## config.mk

```make
export PLATFORM = sky130hd
export DESIGN_NAME = reg_file_mp
export DESIGN_NICKNAME = d
export VERILOG_FILES = /design/src/rtl/reg_file_pkg.sv /design/src/rtl/reg_file_scoreboard.sv /design/src/rtl/reg_file_mp.sv
export SDC_FILE = /design/constraint.sdc
export NUM_CORES = 2
export LEC_CHECK = 0
export BUFFER_PORTS_ARGS = -buffer_cell sky130_fd_sc_hd__clkbuf_2
export CAP_MARGIN = 20
export CORE_UTILIZATION = 25
export CTS_CLUSTER_DIAMETER = 200
export DETAILED_ROUTE_END_ITERATION = 10
export PLACE_DENSITY_LB_ADDON = 0.08
export RECOVER_POWER = 25
export SLEW_MARGIN = 20
export SYNTH_ARGS = -nofsm -noshare
export SYNTH_HDL_FRONTEND = slang
export SYNTH_SLANG_ARGS = --single-unit
```

## constraint.sdc

```tcl
create_clock -name clk_i -period 3.88 [get_ports clk_i]
set_input_delay 0.776 -clock clk_i [delete_from_list [all_inputs] [get_ports clk_i]]
set_output_delay 0.776 -clock clk_i [all_outputs]
set_load 0.01 [all_outputs]
```

## src/rtl/reg_file_pkg.sv

```systemverilog
// Shared constants and helpers for the multi-port register file and the
// decode/hazard logic that slices its packed port buses.
package reg_file_pkg;

    localparam int DEF_DATA_W = 32;
    localparam int DEF_DEPTH  = 32;

    // Address width for a given depth; never narrower than one bit.
    function automatic int addr_w(input int depth);
        return (depth <= 2) ? 1 : $clog2(depth);
    endfunction

    // Low bit of port 'port' inside a packed bus of 'width'-bit fields.
    function automatic int slice_lo(input int port, input int width);
        return port * width;
    endfunction

endpackage

```

## src/rtl/reg_file_scoreboard.sv

```systemverilog
// Per-register busy bits: flush beats set, set beats writeback, else hold.
// Read lookups report not-busy when the value is being forwarded this cycle.
module reg_file_scoreboard
    import reg_file_pkg::*;
#(
    parameter int DEPTH    = DEF_DEPTH,
    parameter int NUM_RD   = 2,
    parameter int NUM_WR   = 1,
    parameter int ZERO_REG = 1,
    parameter int BYPASS   = 1,
    localparam int AW      = addr_w(DEPTH)
) (
    input  logic                 clk_i,
    input  logic                 rst_i,
    input  logic [NUM_RD*AW-1:0] rd_addr_i,
    output logic [NUM_RD-1:0]    rd_busy_o,
    input  logic [NUM_WR-1:0]    wr_en_i,
    input  logic [NUM_WR*AW-1:0] wr_addr_i,
    input  logic                 busy_set_i,
    input  logic [AW-1:0]        busy_addr_i,
    input  logic                 busy_flush_i
);

    logic [DEPTH-1:0] busy_reg;
    logic [DEPTH-1:0] busy_next;
    logic [DEPTH-1:0] wb_hit;

    always_comb begin
        wb_hit = '0;
        for (int j = 0; j < NUM_WR; j++) begin
            if (wr_en_i[j]) begin
                wb_hit[wr_addr_i[slice_lo(j, AW) +: AW]] = 1'b1;
            end
        end
    end

    always_comb begin
        busy_next = busy_reg;
        for (int a = 0; a < DEPTH; a++) begin
            if (busy_flush_i) begin
                busy_next[a] = 1'b0;
            end else if (busy_set_i && (busy_addr_i == AW'(a))) begin
                busy_next[a] = 1'b1;
            end else if (wb_hit[a]) begin
                busy_next[a] = 1'b0;
            end
        end
        if (ZERO_REG != 0) begin
            busy_next[0] = 1'b0;
        end
    end

    always_ff @(posedge clk_i) begin
        if (rst_i) begin
            busy_reg <= '0;
        end else begin
            busy_reg <= busy_next;
        end
    end

    for (genvar gi = 0; gi < NUM_RD; gi++) begin : g_rd
        logic [AW-1:0] addr;
        logic          fwd;
        logic          busy;

        assign addr = rd_addr_i[slice_lo(gi, AW) +: AW];

        always_comb begin
            fwd = 1'b0;
            for (int j = 0; j < NUM_WR; j++) begin
                if ((BYPASS != 0) && wr_en_i[j] && (wr_addr_i[slice_lo(j, AW) +: AW] == addr)) begin
                    fwd = 1'b1;
                end
            end
            if (((ZERO_REG != 0) && (addr == '0)) || fwd) begin
                busy = 1'b0;
            end else begin
                busy = busy_reg[addr];
            end
        end

        assign rd_busy_o[gi] = busy;
    end

endmodule

```

## src/rtl/reg_file_mp.sv

```systemverilog
// Parametrised multi-port register file with optional hardwired zero register,
// same-cycle write-to-read forwarding and a busy scoreboard for the hazard unit.
module reg_file_mp
    import reg_file_pkg::*;
#(
    parameter int DATA_W   = DEF_DATA_W,
    parameter int DEPTH    = DEF_DEPTH,
    parameter int NUM_RD   = 2,
    parameter int NUM_WR   = 1,
    parameter int ZERO_REG = 1,
    parameter int BYPASS   = 1,
    localparam int AW      = addr_w(DEPTH)
) (
    input  logic                     clk_i,
    input  logic                     rst_i,
    input  logic [NUM_RD*AW-1:0]     rd_addr_i,
    output logic [NUM_RD*DATA_W-1:0] rd_data_o,
    output logic [NUM_RD-1:0]        rd_busy_o,
    input  logic [NUM_WR-1:0]        wr_en_i,
    input  logic [NUM_WR*AW-1:0]     wr_addr_i,
    input  logic [NUM_WR*DATA_W-1:0] wr_data_i,
    input  logic                     busy_set_i,
    input  logic [AW-1:0]            busy_addr_i,
    input  logic                     busy_flush_i
);

    logic [DATA_W-1:0] mem [DEPTH];

    // Ports are visited in ascending order so the highest enabled index
    // issues the last non-blocking assignment and wins a collision.
    always_ff @(posedge clk_i) begin
        if (rst_i) begin
            for (int a = 0; a < DEPTH; a++) begin
                mem[a] <= '0;
            end
        end else begin
            for (int j = 0; j < NUM_WR; j++) begin
                if (wr_en_i[j] &&
                    !((ZERO_REG != 0) && (wr_addr_i[slice_lo(j, AW) +: AW] == '0))) begin
                    mem[wr_addr_i[slice_lo(j, AW) +: AW]] <= wr_data_i[slice_lo(j, DATA_W) +: DATA_W];
                end
            end
        end
    end

    for (genvar gi = 0; gi < NUM_RD; gi++) begin : g_rd
        logic [AW-1:0]     addr;
        logic [DATA_W-1:0] data;

        assign addr = rd_addr_i[slice_lo(gi, AW) +: AW];

        always_comb begin
            data = mem[addr];
            if (BYPASS != 0) begin
                for (int j = 0; j < NUM_WR; j++) begin
                    if (wr_en_i[j] && (wr_addr_i[slice_lo(j, AW) +: AW] == addr)) begin
                        data = wr_data_i[slice_lo(j, DATA_W) +: DATA_W];
                    end
                end
            end
            if ((ZERO_REG != 0) && (addr == '0)) begin
                data = '0;
            end
        end

        assign rd_data_o[slice_lo(gi, DATA_W) +: DATA_W] = data;
    end

    reg_file_scoreboard #(
        .DEPTH    (DEPTH),
        .NUM_RD   (NUM_RD),
        .NUM_WR   (NUM_WR),
        .ZERO_REG (ZERO_REG),
        .BYPASS   (BYPASS)
    ) u_scoreboard (
        .clk_i        (clk_i),
        .rst_i        (rst_i),
        .rd_addr_i    (rd_addr_i),
        .rd_busy_o    (rd_busy_o),
        .wr_en_i      (wr_en_i),
        .wr_addr_i    (wr_addr_i),
        .busy_set_i   (busy_set_i),
        .busy_addr_i  (busy_addr_i),
        .busy_flush_i (busy_flush_i)
    );

endmodule

```

==> flow_metrics.py <==
metrics = {
    "cts": {
        "clockRootBuffer": "clkbuf_16",
        "clockBufferDepth": 3,
        "cts.sinks": 1055,
        "tritoncts": "yes",
        "cts_buffers": 137,
        "path_clk_slew_ns": 0.06,
        "clk_latency_ns": 0.78,
        "h-tree-depth": 4,
    },
    "floorplan": {
        "die_h_um": 480.4,
        "dieArea_um2": 230800,
        "fp-row-count": 175,
        "num_io_pins": 123,
        "coreArea_um2": 227500,
        "start_util_pct": 25.15,
        "fp.dieW_um": 480.4,
    },
    "critical_path": {
        "path_buf_inv": 4,
        "crit_family": "buffers and inverters",
        "cp_cell_sequence": "buf_8 > buf_16 > mux4_2 > mux2i_1 > a211oi_1 > buf_4 > a221o_1 > clkbuf_2",
        "crit_end": "rd_data_o[43]",
        "worstPathMaxFanout": 78,
        "r2r-start": "u_scoreboard.busy_reg[10]",
        "critical_path_depth": 8,
        "startpoint": "rd_addr_i[7]",
        "reg2regPathDepth": 2,
        "end_kind": "output port",
        "cpPeakStageDelay_ns": 0.41,
        "timing.reg2reg.setup_slack_ns": 3.18,
        "worstSetupPathType": "input port to output port",
        "crit_path_start_kind": "input port",
        "cp.required_ns": 3.10,
        "r2r_end": "u_scoreboard.busy_reg[10]",
        "slowest_stage": "mux4_2",
        "critical_path_arrival_ns": 3.10,
    },
    "route": {
        "initialDrtViolationCount": 4033,
        "wl_per_cell_um": 36.05,
        "via_per_inst": 5.152,
        "wl_um": 267400,
        "final_antenna_net_count": 0,
        "drc": 0,
        "dr.pass1.iters": 5,
        "vias": 38220,
    },
    "final_layout": {
        "fillers": 22540,
        "area_growth_pct": 19.82,
        "multi_input_area_um2": 24080,
        "largest_reg_flops": 1024,
        "final_cells": 7419,
        "nets": 4346,
        "drive_above_1_share_pct": 28.19,
        "fin_util_pct": 30.14,
        "area.sequential_um2": 31370,
    },
    "yosys": {
        "yosysSeqAreaShare_pct": 54.83,
        "async_flop_share_pct": 0,
        "syn_area_um2": 57220,
        "synth_edf_count": 1024,
        "avgSynthCellArea_um2": 14.22,
        "ys_warn_count": 0,
        "synthesis.instances": 4024,
        "synth_ff_type": "edfxtp_1",
        "ys_types": 63,
        "synth-seq-cells": 1055,
    },
    "pwr": {
        "power.switching_w": 0.008197,
        "clock_power_share_pct": 41.4,
        "peakVddDrop_mv": 0.3485,
        "pwr-share-seq_pct": 44.7,
        "power_density_nw_per_um2": 438.6,
        "p_leak_nw": 23.74,
        "internal_power_w": 0.02187,
        "swShare_pct": 27.26,
        "p_comb_share_pct": 14.0,
    },
    "placed_design": {
        "dp_hpwl_um": 167300,
        "place_congestion": 0.8048,
        "port_buffers": 122,
        "place_ws_ns": -0.7531,
        "dp.cells": 7152,
    },
    "global_route": {
        "grt_pass1_wl_um": 359900,
        "grt_max_degree": 79,
        "grt_usage_pct": 23.03,
        "antenna_found_initial": 32,
        "grt_pass1_vias": 38930,
        "use_met3_pct": 3.131,
        "grt-ovfl-total": 0,
        "globalRouteMet1Util_pct": 32.19,
        "top_usage_layer": "met2",
        "use_met2_pct": 37.42,
    },
    "timing": {
        "hold_viol_final": 0,
        "drv_slew": 171,
        "setup_violations": 0,
        "timing.hold.ws_ns": 0.3709,
        "tightest_slew_ns": 2.586,
        "max_freq_mhz": 257.9,
        "slew-limit-headroom_pct": -72.43,
        "fin_worst_skew_ns": 0,
        "fin_crit_ns": 3.878,
        "finalCritPeriodShare_pct": 99.94,
        "rsz0062_at_grt": "yes",
        "fin_ws_ns": 0.002231,
    },
    "worst_hold_path": {
        "hold_path.class": "input port to flip-flop",
    },
    "status": {
        "status": "finished, violations left",
        "violations": "capacitance limit, slew limit",
    },
    "flow_run": {
        "maxCapViolCount": 7,
    },
}
worst min path at each step:
stage	startpoint	endpoint	slack, ns	cells past startpoint
global route	busy_addr_i[2]	u_scoreboard.busy_reg[13]	0.36	3
global placement	u_scoreboard.busy_reg[24]	u_scoreboard.busy_reg[24]	0.48	2
floorplan	u_scoreboard.busy_reg[5]	u_scoreboard.busy_reg[5]	0.46	2
CTS	busy_addr_i[2]	u_scoreboard.busy_reg[14]	0.32	3
finish	busy_addr_i[2]	u_scoreboard.busy_reg[14]	0.37	3
detailed placement	u_scoreboard.busy_reg[24]	u_scoreboard.busy_reg[24]	0.49	2
through the flow:
stage               cell area, um^2   TNS [ns]  total power [W]
floorplan                     57330          0          0.01570
global placement              64400     -2.653          0.01790
detailed placement            64400     -2.304          0.01789
CTS                           68730          0          0.03042
global route                  68520  -0.001737          0.03097
finish                        68560          0          0.03007
cell usage after synthesis (3+ instances only):
master	count	area, um^2
nand2_1	108	405.4
or2_2	28	175.2
clkbuf_1	279	1047
a22oi_1	92	690.7
or3_1	3	18.77
a211oi_1	53	397.9
dfxtp_1	31	620.6
nor2b_1	36	225.2
a32oi_1	16	140.1
buf_1	15	56.30
nor3_1	3	15.01
a32o_1	32	320.3
a221oi_1	27	236.5
nand3_1	47	235.2
mux2i_1	229	2292
o21ai_0	68	340.3
mux4_2	420	9459
buf_12	7	140.1
buf_2	76	380.4
o21bai_1	4	30.03
a31oi_1	3	18.77
or3b_2	3	26.28
edfxtp_1	1024	30750
nor2_1	84	315.3
xor2_1	8	70.07
nand2b_1	3	18.77
o211ai_1	3	22.52
o221ai_1	21	183.9
buf_8	6	90.09
o21ai_1	31	155.2
a211oi_2	6	75.07
a221o_1	26	260.3
a21oi_1	90	450.4
buf_6	29	326.6
buf_4	20	150.1
mux2_2	32	360.4
o22ai_1	25	156.4
nand3b_1	13	97.59
and2_1	994	6218
metal layers:
layer / wire length [um] / share of wire, %
met1: 120900 / 45
met2: 125500 / 47
met4: 6479 / 2.4
met5: 17 / 0.0064
met3: 14490 / 5.4
logic make-up after synthesis:
logic type	after synthesis	share of synthesized area, %
buffers and inverters	435	3.849
DFF	1055	54.83
xor gates and xnor gates	10	0.1531
and+or+nand+nor	1337	13.77
AOI/OAI and AO/OA	504	6.186
other	1	0.006554
muxes	682	21.21
power by group through the flow:
stage               combinational [W]  sequential (W)  clock [W]
floorplan                     0.00218          0.0135          0
global placement              0.00424          0.0137          0
detailed placement            0.00423          0.0137          0
CTS                           0.00426          0.0134     0.0127
global route                  0.00437          0.0135     0.0131
finish                        0.00420          0.0134     0.0124
placed cells by master, fill, tap and decap left out, types with 37 or more instances in the layout:
| cell type | n |
|---|---|
| and2_0 | 58 |
| buf_12 | 103 |
| mux4_2 | 420 |
| nand3_1 | 46 |
| nor2_1 | 57 |
| and2_1 | 936 |
| mux2i_1 | 228 |
| clkbuf_16 | 143 |
| clkbuf_2 | 124 |
| o21ai_0 | 67 |
| clkinv_1 | 37 |
| a22oi_1 | 91 |
| a21oi_1 | 90 |
| nand2_1 | 107 |
| buf_4 | 268 |
| a211oi_1 | 50 |
| edfxtp_1 | 1024 |
timing repair:
item	4_1_cts	5_1_grt
setup endpoints to repair	18	12
buffers inserted	5	2
hold buffers	0	0
gates cloned	0	0
pin swaps	1	0
gates resized for setup	13	12
worst reg2reg max path: stages, from the launching register on:
cell	delay (ns)
dfxtp_1	0.35
o21ai_0	0.09
a21oi_1	0.17
area by class of cell:
cell class | instances | area share (%)
diodes | 18 | 0.06570
multi-input cells | 2565 | 35.13
clock inverters | 73 | 0.7373
inverters | 3 | 0.01643
well taps | 3009 | 5.492
clock buffers | 169 | 5.391
flip-flops and latches | 1055 | 45.76
repair buffers | 527 | 7.412
(Power assumes the default switching activity.)
